### config.mk
export PLATFORM = sky130hd
export DESIGN_NAME = tdp_wr_packer
export DESIGN_NICKNAME = d
export VERILOG_FILES = /design/src/rtl/tdp_wr_packer.sv
export SDC_FILE = /design/constraint.sdc
export NUM_CORES = 1
export LEC_CHECK = 0
export CAP_MARGIN = 20
export CORE_MARGIN = 5
export CORE_UTILIZATION = 39
export DETAILED_ROUTE_END_ITERATION = 16
export PLACE_DENSITY = 0.64
export SETUP_SLACK_MARGIN = 0.3
export SLEW_MARGIN = 20
export SYNTH_ARGS = -nofsm -noshare
export SYNTH_HDL_FRONTEND = slang
export SYNTH_SLANG_ARGS = --single-unit
export TNS_END_PERCENT = 20
### constraint.sdc
create_clock -name clk -period 3.1 [get_ports clk]
set_input_delay 0.775 -clock clk [delete_from_list [all_inputs] [get_ports clk]]
set_output_delay 0.775 -clock clk [all_outputs]
set_load 0.01 [all_outputs]
### src/rtl/tdp_wr_packer.sv
// Packs a 32-bit beat stream into 256-bit words and writes them to consecutive
// addresses of the dual-port RAM A port, wrapping within DEPTH words.
module tdp_wr_packer #(
    parameter int DATA_W = 256,
    parameter int BEAT_W = 32,
    parameter int BEATS  = 8,
    parameter int ADDR_W = 4,
    parameter int DEPTH  = 10
) (
    input  logic              clk,
    input  logic              rst_n,
    input  logic [ADDR_W-1:0] cfg_base,
    input  logic              s_valid,
    output logic              s_ready,
    input  logic [BEAT_W-1:0] s_data,
    input  logic              s_last,
    output logic              we,
    output logic [ADDR_W-1:0] addr,
    output logic [DATA_W-1:0] din,
    output logic              frame_done,
    output logic [ADDR_W-1:0] frame_words
);

    localparam int CNT_W = $clog2(BEATS);
    localparam logic [ADDR_W-1:0] LAST_ADDR = ADDR_W'(DEPTH - 1);
    localparam logic [CNT_W-1:0]  LAST_BEAT = CNT_W'(BEATS - 1);

    typedef enum logic [1:0] {IDLE, PACK, WRITE, DONE} state_t;

    state_t            state_q, state_d;
    logic [ADDR_W-1:0] wptr_q, wptr_d;
    logic [ADDR_W-1:0] wordCnt_q, wordCnt_d;
    logic [CNT_W-1:0]  beatCnt_q, beatCnt_d;
    logic [DATA_W-1:0] lane_q, lane_d;
    logic              lastFlag_q, lastFlag_d;
    logic [ADDR_W-1:0] addr_q, addr_d;
    logic [DATA_W-1:0] din_q, din_d;
    logic [ADDR_W-1:0] frameWords_q, frameWords_d;

    always_ff @(posedge clk or negedge rst_n) begin
        if (!rst_n) begin
            state_q      <= IDLE;
            wptr_q       <= '0;
            wordCnt_q    <= '0;
            beatCnt_q    <= '0;
            lane_q       <= '0;
            lastFlag_q   <= 1'b0;
            addr_q       <= '0;
            din_q        <= '0;
            frameWords_q <= '0;
        end else begin
            state_q      <= state_d;
            wptr_q       <= wptr_d;
            wordCnt_q    <= wordCnt_d;
            beatCnt_q    <= beatCnt_d;
            lane_q       <= lane_d;
            lastFlag_q   <= lastFlag_d;
            addr_q       <= addr_d;
            din_q        <= din_d;
            frameWords_q <= frameWords_d;
        end
    end

    always_comb begin
        state_d      = state_q;
        wptr_d       = wptr_q;
        wordCnt_d    = wordCnt_q;
        beatCnt_d    = beatCnt_q;
        lane_d       = lane_q;
        lastFlag_d   = lastFlag_q;
        addr_d       = addr_q;
        din_d        = din_q;
        frameWords_d = frameWords_q;
        case (state_q)
            IDLE: begin
                // First beat of a frame: an out-of-range base restarts at word 0.
                if (s_valid) begin
                    wptr_d                = (cfg_base > LAST_ADDR) ? '0 : cfg_base;
                    wordCnt_d             = '0;
                    lane_d                = '0;
                    lane_d[BEAT_W-1:0]    = s_data;
                    beatCnt_d             = CNT_W'(1);
                    lastFlag_d            = s_last;
                    state_d               = s_last ? WRITE : PACK;
                end
            end
            PACK: begin
                if (s_valid) begin
                    for (int k = 0; k < BEATS; k++) begin
                        if (beatCnt_q == CNT_W'(k)) begin
                            lane_d[k*BEAT_W +: BEAT_W] = s_data;
                        end
                    end
                    beatCnt_d = beatCnt_q + CNT_W'(1);
                    if (s_last || (beatCnt_q == LAST_BEAT)) begin
                        lastFlag_d = s_last;
                        state_d    = WRITE;
                    end
                end
            end
            WRITE: begin
                // Capture what was written so addr/din hold while we is low.
                addr_d    = wptr_q;
                din_d     = lane_q;
                wptr_d    = (wptr_q == LAST_ADDR) ? '0 : wptr_q + ADDR_W'(1);
                wordCnt_d = wordCnt_q + ADDR_W'(1);
                lane_d    = '0;
                beatCnt_d = '0;
                if (lastFlag_q) begin
                    frameWords_d = wordCnt_q + ADDR_W'(1);
                    state_d      = DONE;
                end else begin
                    state_d = PACK;
                end
            end
            DONE: begin
                state_d = IDLE;
            end
            default: begin
                state_d = IDLE;
            end
        endcase
    end

    always_comb begin
        s_ready     = rst_n && ((state_q == IDLE) || (state_q == PACK));
        we          = (state_q == WRITE);
        addr        = (state_q == WRITE) ? wptr_q : addr_q;
        din         = (state_q == WRITE) ? lane_q : din_q;
        frame_done  = (state_q == DONE);
        frame_words = frameWords_q;
    end

endmodule

# After elaboration in Yosys (flattened, before gate mapping)
# Index checks and enable logic that the tools add are counted.
classes:
  addsub: 3
  n_lt_le_gt_ge: 1
  eq_ne: 22
  n_mux: 32
  reduce_logical: 21
op_table:
  columns: ["cell", "count"]
  rows:
  - ["$mux 256", 3]
  - ["$pmux 256 s3", 1]
  - ["$mux 32", 8]
  - ["$reduce_and 4->1", 9]
  - ["$ne 2x2->1 const B", 11]
  - ["$mux 4", 5]
  - ["$pmux 4 s2", 2]
  - ["$eq 3x3->1 const B", 4]
  - ["$mux 2", 5]
  - ["$pmux 3 s3", 1]
  - ["$add 4x1->4 const B", 2]
  - ["$pmux 2 s4", 1]
  - ["$eq 3x2->1 const B", 2]
  - ["$mux 3", 2]
  - ["$reduce_and 3->1", 2]
  - ["$eq 2x2->1 const B", 2]
  - ["$eq 4x4->1 const B", 1]
  - ["$gt 4x4->1 const B", 1]
  - ["$reduce_and 2->1", 2]
  - ["$reduce_bool 2->1", 2]
  - ["$add 3x1->3 const B", 1]
  - ["$eq 3x1->1 const B", 1]
  - ["$logic_not 3->1", 1]
  - ["$mux 1", 3]
  - ["other kinds (6)", 7]
totals:
  reg_bits: 534
  out_inout_bits: 267
  word_cells: 95

# Logic depth before layout (Yosys ltp)
# Gate-level depths: netlist of run 1.
depth:
  ltp_word: 5
  depth_mapped: 8
  mapped_depth_nobuf: 6

# Least setup slack after synthesis of run 1
# No wires, ideal clock.
synth_path:
  path_type: "register to output"
  startpoint: "register state_q[0]"
  endpoint: "output port din[213]"
  t_arrival_ps: 1917
  t_required_ps: 2325
  setup_slack_ps: 408
  path_stages_with_launch: 7
  n_path_buf: 3
  cell_sequence: "dfrtp_1 inv_1 ha_1 buf_2 clkbuf_1 buf_1 mux2_2"
synth_between:
  elab_chain_cells: 2
synth_lines:
  columns: ["item", "line_no", "text"]
  rows:
  - ["start: declaration", "30", "state_t state_q, state_d;"]
  - ["start signal: assignment", "52", "state_q <= state_d;"]
  - ["$eq 2x2->1", null, null]
  - ["net we", "17", "output logic we,"]
  - ["$mux 256", "129", "din = (state_q == WRITE) ? lane_q : din_q;"]
  - ["end: declaration", "19", "output logic [DATA_W-1:0] din,"]
# The timed path passes the listed nets, and every way through them passes these cells.

# Worst setup path after layout of run 1
layout_path:
  startpoint: "register state_q[0]"
  endpoint: "output port din[193]"
layout_between:
  elab_chain_cells: 2
layout_lines:
  columns: ["item", "line_no"]
  rows:
  - ["$eq 2x2->1", "129"]
  - ["$mux 256", "129"]
# Every way passes these cells.

==> key figures, run 1 <==
Drt
  – DR WL/cell: ~23 µm
  – Post-Route WL: between 50000 and 60000 µm
  – Post-detailed-route count of antenna-violating nets: 0
  – Drt first pass iters: 5
  – DRC: 0
  – Avg Vias per Cell: between 4 and 5
  – Via count: roughly 12000
  – DRT iter0 DRCs: between 500 and 600

Synth
  – Synth top area share: between 60% and 70%
  – Post-synth cell types: 43
  – Compound-cell area share of the yosys netlist: under 10%
  – Post-synthesis mux area share: between 20 and 30%
  – Mean area per synthesized cell: roughly 16 µm²
  – #FFs+latches synth: ~530
  – Warnings, synthesis: 0
  – Area contributors post-synth: dfrtp_1 (64%), mux2_2 (19%), mux2_4 (5.5%)
  – Largest family of logic cells by synthesized area: multiplexers
  – Mapped Area: about 21000 µm²
  – Cell taking the most area after synthesis: dfrtp_1
  – Xor-xnor portion of the synthesized cell area: less than 1%
  – Post-Synth Simple-Gate Area: under 10%
  – Synthesized instance count: approximately 1300
  – Adder-cell area share of the yosys netlist: less than 1%
  – Seq/Total Area, Yosys: ~64%
  – Post-synth net total: ~1400

Power
  – Comb power frac: 49.3%
  – Seq pwr share: 31.3%
  – Clock Power Share: 19.4%
  – P_sw: around 0.012 W
  – Leakage: 14.33 nW
  – Sw Share: about a third
  – Post-route total power: 0.03499 W
  – Int Pwr: between 0.02 and 0.025 W
  – VDD IR max: between 0.0006 and 0.0007 V
  – Power per cell area: roughly 1200 nW/µm²

Die
  – Die area: around 58000 µm²
  – Starting Density: just under 40%
  – Num ports: about 310
  – Core ar.: around 53000 µm²
  – Die H: approximately 240 µm
  – Chip width: ~240 µm
  – Rows: between 80 and 90

Clocking
  – Later-pin clock latency in the skew report: ~0.60 ns
  – CTS sink count: 534
  – CTS H-tree lvls: 2
  – CTS tree: done
  – Clock tree buffer depth: 3
  – Reg clk slew, reported paths: 0.06 ns
  – # hold bufs at CTS: 0
  – CTS root buf: clkbuf_16
  – CTS buffer count: 56

Worst setup path
  – CP arrival: roughly 2.3 ns
  – R2R depth: 9
  – CP Launch Type: flip-flop
  – Worst-path fanout max: 16
  – Setup Crit Path Kind: flip-flop to output pin
  – Crit-path cells: inv_2 > ha_4 > buf_12 > buf_12 > buf_16 > buf_4 > mux2_2 > buf_2
  – Worst path max stage delay: between 0.3 and 0.4 ns
  – WP data required: 2.32 ns
  – Crit path capture type: output pin
  – Worst path most repeated cell: buf_12
  – Slowest-stage cell, CP: dfrtp_1

Timing
  – Period utilization: 100.4%
  – Worst-Margin Slew: ~1.0 ns
  – Max Clock Skew: about 0.018 ns
  – RSZ-0062 raised after global routing: yes
  – Fmax: 321.4 MHz
  – Max-slew headroom: a little under a third
  – Setup violators final: 4
  – Final worst slack: -0.01103 ns
  – Slew Viols, Final: 0
  – Post-route minimum period: around 3.1 ns
  – Final Hold Viols: 0

GRT
  – Met3 Resource Use GR: 3.442%
  – GRT Residual Overflow: 0
  – GRT met2 Usage: 30.44%
  – Met1 usage: approximately a quarter
  – Largest net degree at the start of global routing: between 150 and 200
  – Tot GR Track Use: around 18%
  – Vias in the first global route: around 13000
  – First-pass GRT wire length: 84170 µm
  – Most Crowded Layer GR: met2
  – Initial antenna violation count: 0

Outcome
  – Failing checks: negative setup slack
  – Run status: finished, violations left

Placement
  – Placed inst area: approximately 25000 µm²
  – Port bufs: 306
  – Post-DP HPWL: 35220 µm
  – GPL Wtd Cong: about 0.78

Final layout
  – Nets: around 1800
  – Multi-input gate area: around 7600 µm²
  – FILL cells: approximately 4300
  – Layout cell share with drive strength beyond 1: between 50 and 60%
  – Reg area: between 10000 and 15000 µm²
  – Design Area, Final: 28500 µm²
  – Area grow syn2layout: 36.27%
  – Antenna Cells: 0

Worst hold path
  – HP Class: primary input to async pin

Flow run
  – Max_cap viols: 0
-- area by class of cell --
type	count	area share (%)
tap	688	3.020
inverter	12	0.1580
timing repair buffer	431	16.56
clock buffer	83	5.913
clock inverter	21	0.7287
multi-input combinational	702	26.73
sequential	534	46.89
-- power groups by stage --
stage          Sequential (W)  Combinational [W]  Clock (W)
3_5_place_dp           0.0110             0.0151          0
3_3_place_gp           0.0109             0.0150          0
5_1_grt                0.0112             0.0183    0.00724
4_1_cts                0.0109             0.0162    0.00697
6_report               0.0109             0.0172    0.00680
2_1_floorplan          0.0105            0.00833          0
-- logic make-up (layout without fill, tap and decap cells) --
group           Yosys count  after routing
flops                   534            534
mux                     489            489
simple gates            127            127
buf+inv                  79            547
compound gates           72             72
fa+ha+maj                11             11
xor+xnor                  3              3
-- cells in the mapped netlist (all sizes together) --
master,n
a2111oi,1
a211oi,1
a21o,6
a21oi,7
a221oi,2
a22o,2
a22oi,1
a2bb2oi,1
a31o,2
a32o,1
a41oi,1
and2,32
and3b,1
buf,54
clkbuf,13
dfrtp,534
ha,11
inv,12
mux2,486
mux2i,3
nand2,76
nand2b,2
nand3,3
nand4,1
nand4b,1
nor2,6
nor2b,2
nor3,3
o21a,1
o21ai,45
o22a,1
xnor2,2
xor2,1
-- worst max-delay path, delay by kind of cell (launching register included) --
family,cells,cell delay [ns]
adders and majority gates,1,0.20
buffers and inverters,6,0.82
DFF,1,0.39
muxes,1,0.34
-- metrics by stage --
step	TNS (ns)	util (%)	hold slack [ns]	cells	setup slack (ns)
2_1_floorplan	0	-	0.4444	1315	0.4085
3_3_place_gp	0	47.42	0.4580	2289	0.1874
3_5_place_dp	0	47.42	0.4650	2289	0.1564
4_1_cts	-12.27	52.64	0.2895	2440	-0.1325
5_1_grt	-2.851	53.92	0.3353	2471	-0.1102
6_report	-0.03077	53.92	0.3285	2471	-0.01103
-- layer usage --
metal  routed length (µm)  share of wire (%)  vias to the layer above
li1                     -                  -                     5443
met1                25310                 45                     6469
met2                26950                 48                      267
met3                 2216                4.0                       76
met4                 1396                2.5                        0
met5                    0                  0                        -
-- worst paths after layout --
kind | start | endpoint | slack, ns
min in group clk | lane_q[16]$_DFFE_PN0P_ | lane_q[16]$_DFFE_PN0P_ | 0.48
min | rst_n | lane_q[252]$_DFFE_PN0P_ | 0.33
min reg2reg | lane_q[16]$_DFFE_PN0P_ | lane_q[16]$_DFFE_PN0P_ | 0.48
max | state_q[0]$_DFFE_PN0P_ | din[193] | -0.01
max in group asynchronous | rst_n | state_q[1]$_DFFE_PN0P_ | 1.28
max reg2reg | state_q[1]$_DFFE_PN0P_ | lane_q[195]$_DFFE_PN0P_ | 0.45
-- state kept, by name (all words and copies together) (netlist names) --
name         cells
din_q          256
lane_q         256
addr_q           4
frame_words      4
wordCnt_q        4
wptr_q           4
beatCnt_q        3
state_q          2
lastFlag_q       1
-- layout by cell type, fill, tap and decap left out, types with 6 or more instances in the layout --
cell type          n
dfrtp_1          533
buf_4             54
nand2_1           75
buf_12            34
ha_1               8
mux2_4           214
and2_0            32
clkdlybuf4s50_1   44
clkbuf_2          42
mux2_2           206
buf_8              7
dlymetal6s2s_1    12
clkbuf_16         64
mux2_1            66
clkbuf_1          11
o21ai_0           45
a21oi_1            6
buf_2             51
clkbuf_8          14
inv_1             10
clkinv_2          13
buf_6            156
buf_16            17
-- repair_timing --
item	in CTS	in global routing
pin swaps	0	1
gates resized for setup	791	531
buffers inserted	33	25
cloned	14	6
setup endpoints to repair	262	262
Power figures use the tool's default switching activity.
==> run 2, diff against run 1 <==
==> constraint.sdc (replaced) <==
create_clock -name clk -period 3 [get_ports clk]
set_input_delay 0.75 -clock clk [delete_from_list [all_inputs] [get_ports clk]]
set_output_delay 0.75 -clock clk [all_outputs]
set_load 0.01 [all_outputs]
==> run 2 against run 1 <==
Compared with the run above: the flow still finishes with violations (negative setup slack); clock power increased by 2%; worst hold slack worse by 0.12 ns; first-iteration DRC count increased by 15%; global-route usage decreased by 0.51 points; critical path depth fell by 1; power shrank 1.3%; sequential power up 4%; combinational power decreased by 5%; routed wire length fell by 1.6%; largest power group unchanged.
==> key figures, run 2 (synthesis gave the netlist of run 1 again) <==
Drt
  – DRT iter0 DRCs: slightly below 700
  – Avg Vias per Cell: 4.935
  – DR WL/cell: roughly 22 µm
  – Via count: between 10000 and 15000
  – Drt first pass iters: 4
  – Post-Route WL: roughly 55000 µm
  – DRC: 0
  – Post-detailed-route count of antenna-violating nets: 0

Clocking
  – Reg clk slew, reported paths: roughly 0.06 ns
  – Later-pin clock latency in the skew report: approximately 0.60 ns
  – CTS H-tree lvls: 2
  – # hold bufs at CTS: 0
  – CTS tree: done
  – CTS root buf: clkbuf_16
  – Clock tree buffer depth: 3
  – CTS buffer count: 55
  – CTS sink count: between 500 and 600

Worst setup path
  – CP Capture Point: din[169]
  – Worst path most repeated cell: buf_12
  – R2r startpoint: state_q[1]$_DFFE_PN0P_
  – Slowest-stage cell, CP: dfrtp_1
  – Crit path capture type: output pin
  – CP arrival: 2.46 ns
  – Critical Path Start: state_q[0]$_DFFE_PN0P_
  – WP data required: ~2.3 ns
  – R2R Setup Slk: ~0.3 ns
  – R2R Path End: lane_q[149]$_DFFE_PN0P_
  – R2R depth: 12
  – Worst-path fanout max: 24
  – Setup Crit Path Kind: flip-flop to output pin
  – Crit-path cells: inv_2 > ha_4 > buf_12 > buf_12 > buf_16 > mux2_2 > dlygate4sd2_1
  – CP Launch Type: flip-flop
  – Worst path max stage delay: 0.39 ns

Final layout
  – Nets: between 1500 and 2000
  – Most frequent cells in the layout: dfrtp_1 (533), mux2_2 (265), mux2_4 (155)
  – Design Area, Final: approximately 28000 µm²
  – Biggest regs: din_q (256), lane_q (256)
  – FILL cells: 4385
  – Area grow syn2layout: 33.37%
  – Layout cell share with drive strength beyond 1: between 40 and 50%
  – Antenna Cells: 0
  – Commonest non-fill, non-tap cell in the layout: dfrtp_1

GRT
  – Largest net degree at the start of global routing: about 170
  – Initial antenna violation count: 0
  – Tot GR Track Use: about 18%
  – GRT Residual Overflow: 0
  – Vias in the first global route: between 10000 and 15000
  – First-pass GRT wire length: approximately 80000 µm

Timing
  – Setup violators final: 166
  – RSZ-0062 raised after global routing: yes
  – Fmax: roughly 310 MHz
  – Period utilization: 107.2%
  – Final Hold Viols: 0
  – Slew Viols, Final: 0
  – Max-slew headroom: a little over a third
  – Final worst slack: -0.2149 ns
  – Worst-Margin Slew: about 0.96 ns
  – Total Neg Setup Slack: -14.01 ns
  – Max Clock Skew: about 0.022 ns
  – Post-route minimum period: ~3.2 ns

Power
  – Post-route total power: about 0.035 W
  – Leakage: 14.43 nW
  – Power per cell area: between 1000 and 1500 nW/µm²
  – VDD IR max: 0.0006036 V

Die
  – Die H: 241.6 µm
  – Starting Density: between 30% and 40%
  – Rows: 84
  – Chip width: roughly 240 µm
  – Die area: 58370 µm²
  – Core ar.: ~53000 µm²
  – Num ports: roughly 310

Flow run
  – Max_cap viols: 0

Placement
  – GPL Wtd Cong: between 0.7 and 0.8
  – Port bufs: around 310
  – Post-DP HPWL: 35090 µm
  – Placed inst area: between 20000 and 30000 µm²

Worst hold path
  – HP Class: primary input to async pin

Outcome
  – Failing checks: negative setup slack
  – Run status: finished, violations left
[run 2: worst max-delay path: cells and delay by family (launching register included)]
| family | cells | cell delay, ns |
|---|---|---|
| buf+inv | 5 | 0.86 |
| flops | 1 | 0.39 |
| mux | 1 | 0.39 |
| fa+ha+maj | 1 | 0.20 |
[run 2: report_power, final]
group	switching, W	total (W)	leakage, nW	internal, W
Sequential	0.00114	0.0113	7.09	0.0101
Clock	0.00280	0.00693	0.911	0.00412
Combinational	0.00778	0.0164	6.43	0.00859
Total	0.0117	0.0346	14.4	0.0228
[run 2: area by class of cell]
class	count	area [µm²]	share of cell area, %
clock buffers	81	1605	5.754
well taps	688	860.8	3.086
clock inverters	18	234.0	0.8387
multi-input cells	702	7386	26.47
repair buffers	438	4403	15.78
inverters	12	45.04	0.1615
flip-flops and latches	534	13360	47.90
[run 2: timing repair]
action,4_1_cts,5_1_grt
setup endpoints to repair,262,309
setup buffers,37,36
pin swaps,0,1
resized for setup,453,332
gates cloned,4,4
[run 2: how the worst min path moves through the flow]
| stage | startpoint | to |
|---|---|---|
| after floorplan | lane_q[0]$_DFFE_PN0P_ | lane_q[0]$_DFFE_PN0P_ |
| after global placement | lane_q[2]$_DFFE_PN0P_ | lane_q[2]$_DFFE_PN0P_ |
| after detailed placement | lane_q[27]$_DFFE_PN0P_ | lane_q[27]$_DFFE_PN0P_ |
| after CTS | rst_n | lane_q[4]$_DFFE_PN0P_ |
| after global routing | rst_n | lane_q[3]$_DFFE_PN0P_ |
| final | rst_n | lane_q[130]$_DFFE_PN0P_ |
[run 2: metrics by stage]
step | instances | hold slack (ns) | utilization (%) | worst slack, ns
global placement | 2293 | 0.4574 | 47.57 | 0.1518
global route | 2473 | 0.2113 | 52.77 | -0.3060
floorplan | 1315 | 0.4444 | - | 0.3335
finish | 2473 | 0.2042 | 52.77 | -0.2149
CTS | 2433 | 0.1753 | 51.82 | -0.2915
detailed placement | 2293 | 0.4683 | 47.57 | 0.1257
[run 2: metal layers]
metal	track usage, %	vias up	routed length [µm]
li1	-	5445	-
met3	3.950	82	2572
met2	29.55	258	26640
met1	24.06	6419	24540
met5	0	-	0
met4	5.153	0	1214
==> run 3, diff against run 2 <==
--- a/config.mk
+++ b/config.mk
@@ -5,9 +5,9 @@
 export SDC_FILE = /design/constraint.sdc
 export NUM_CORES = 1
 export LEC_CHECK = 0
-export CAP_MARGIN = 20
 export CORE_MARGIN = 5
 export CORE_UTILIZATION = 39
+export CTS_BUF_LIST = sky130_fd_sc_hd__clkbuf_8
 export DETAILED_ROUTE_END_ITERATION = 16
 export PLACE_DENSITY = 0.64
 export SETUP_SLACK_MARGIN = 0.3
==> run 3 against run 2 <==
Compared with the run above: the flow still finishes with violations (negative setup slack); largest power group unchanged; combinational power about the same; critical path type unchanged; die area unchanged; first-iteration DRC count shrank 5.0%.
==> key figures, run 3 (synthesis gave the netlist of run 1 again) <==
Outcome
  – Run status: finished, violations left
  – Failing checks: negative setup slack

Drt
  – Post-Route WL: 54760 µm
  – Post-detailed-route count of antenna-violating nets: 0
  – Met2 Wirelength: approximately 26000 µm
  – Top routing layer in use: met4
  – Via count: 12302
  – Drt first pass iters: 5
  – DRT iter0 DRCs: ~650
  – Met3 wire length: ~2500 µm
  – Avg Vias per Cell: ~5
  – DR WL/cell: about 22 µm
  – DRC: 0
  – M1 wire length: roughly 25000 µm

Final layout
  – Layout cell share with drive strength beyond 1: around 44%
  – Post-layout util: a little over half
  – Commonest non-fill, non-tap cell in the layout: dfrtp_1
  – Most frequent cells in the layout: dfrtp_1 (533), mux2_2 (275), mux2_4 (145)
  – FILL cells: 4444
  – Area grow syn2layout: 33.48%
  – Biggest regs: din_q (256), lane_q (256)
  – Design Area, Final: 27920 µm²
  – Nets: 1792

Timing
  – RSZ-0062 raised after global routing: yes
  – Final Hold Viols: 0
  – Final worst slack: -0.2711 ns
  – Setup violators final: just under 200
  – Total Neg Setup Slack: -23.73 ns
  – Post-route minimum period: approximately 3.3 ns
  – Worst-Margin Slew: 0.9138 ns
  – Max-slew headroom: between 30% and 40%
  – Max Clock Skew: between 0.02 and 0.025 ns
  – Slew Viols, Final: 0
  – Fmax: between 300 and 400 MHz
  – Period utilization: 109.0%

Die
  – Core ar.: 52870 µm²
  – Starting Density: ~40%
  – Rows: 84
  – Num ports: between 300 and 400
  – Die H: 241.6 µm
  – Die area: about 60000 µm²
  – Chip width: approximately 240 µm

Clocking
  – CTS buffer count: 91
  – Reg clk slew, reported paths: around 0.07 ns
  – CTS root buf: clkbuf_8
  – CTS sink count: approximately 530
  – Clock tree buffer depth: 3
  – CTS H-tree lvls: 3
  – Later-pin clock latency in the skew report: about 0.65 ns
  – CTS tree: done

Power
  – Post-route total power: between 0.03 and 0.04 W
  – Power per cell area: about 1200 nW/µm²
  – Leakage: between 10 and 15 nW
  – VDD IR max: around 0.00064 V

GRT
  – Initial antenna violation count: 1
  – GRT Residual Overflow: 0
  – First-pass GRT wire length: 83920 µm
  – Tot GR Track Use: between 10% and 20%
  – Largest net degree at the start of global routing: 172
  – Vias in the first global route: around 13000

Worst setup path
  – Setup Crit Path Kind: flip-flop to output pin
  – Crit path capture type: output pin
  – Worst-path fanout max: 17
  – WP data required: between 2 and 2.5 ns
  – CP Launch Type: flip-flop
  – CP arrival: 2.52 ns

Flow run
  – Max_cap viols: 0

Worst hold path
  – HP Class: primary input to async pin

Placement
  – Placed inst area: 25150 µm²
  – GPL Wtd Cong: approximately 0.77
  – Post-DP HPWL: approximately 35000 µm
  – Port bufs: roughly 300
run 3: cell count changes in the layout (fill, tap and decap cells not counted), moves of 6 or more:
cell	previous run	this run
clkbuf_8	11	123
clkbuf_16	60	2
clkbuf_2	64	35
buf_4	61	41
mux2_2	265	275
clkinv_2	10	17
clkbuf_1	14	0
buf_6	73	60
buf_12	26	32
inv_1	10	30
clkdlybuf4s15_2	13	23
mux2_4	155	145
clkdlybuf4s50_1	45	51
run 3: worst max-delay path, cell delays in order, from the launching register on:
cell and delay (ns):
dfrtp_1 0.40, inv_2 0.08, ha_4 0.17, buf_12 0.18
buf_12 0.19, mux2_2 0.36, clkdlybuf4s50_1 0.48
run 3: final timing paths:
kind | start | endpoint | slack [ns] | cells after the start
max | state_q[0]$_DFFE_PN0P_ | din[92] | -0.27 | 6
max reg2reg | state_q[1]$_DFFE_PN0P_ | lane_q[207]$_DFFE_PN0P_ | 0.37 | 9
min | rst_n | lane_q[230]$_DFFE_PN0P_ | 0.13 | 2
min reg2reg | lane_q[28]$_DFFE_PN0P_ | lane_q[28]$_DFFE_PN0P_ | 0.48 | 2
min in group clk | lane_q[28]$_DFFE_PN0P_ | lane_q[28]$_DFFE_PN0P_ | 0.48 | 2
max in group asynchronous | rst_n | lane_q[204]$_DFFE_PN0P_ | 1.64 | 3
run 3: repair_timing:
item,4_1_cts,5_1_grt
pin swaps,1,0
hold buffers,0,0
setup endpoints to repair,262,310
resized for setup,556,176
cloned,6,2
setup buffers,26,9
run 3: area by class of cell:
class	instances	area [µm²]	area share, %
inverters	12	45.04	0.1613
repair buffers	400	4300	15.40
clock buffers	123	1693	6.063
well taps	688	860.8	3.083
flip-flops and latches	534	13360	47.86
diodes	2	5.005	0.01793
clock inverters	44	304.0	1.089
multi-input cells	702	7348	26.32
run 3: metal layers:
metal	track usage, %	vias up
met5	0	-
met4	5.942	0
met3	4.711	99
met2	29.78	296
met1	24.43	6441
li1	-	5466
run 3: per-stage QoR:
stage | hold slack (ns) | instances | setup WS [ns]
2_1_floorplan | 0.4444 | 1315 | 0.3335
3_3_place_gp | 0.4574 | 2293 | 0.1518
3_5_place_dp | 0.4683 | 2293 | 0.1257
4_1_cts | 0.07540 | 2492 | -0.3787
5_1_grt | 0.1043 | 2504 | -0.4041
6_report | 0.1291 | 2505 | -0.2711
run 3: where the power goes:
| group | switching [W] | internal (W) |
|---|---|---|
| Clock | 0.00297 | 0.00400 |
| Sequential | 0.00114 | 0.0101 |
| Combinational | 0.00765 | 0.00849 |
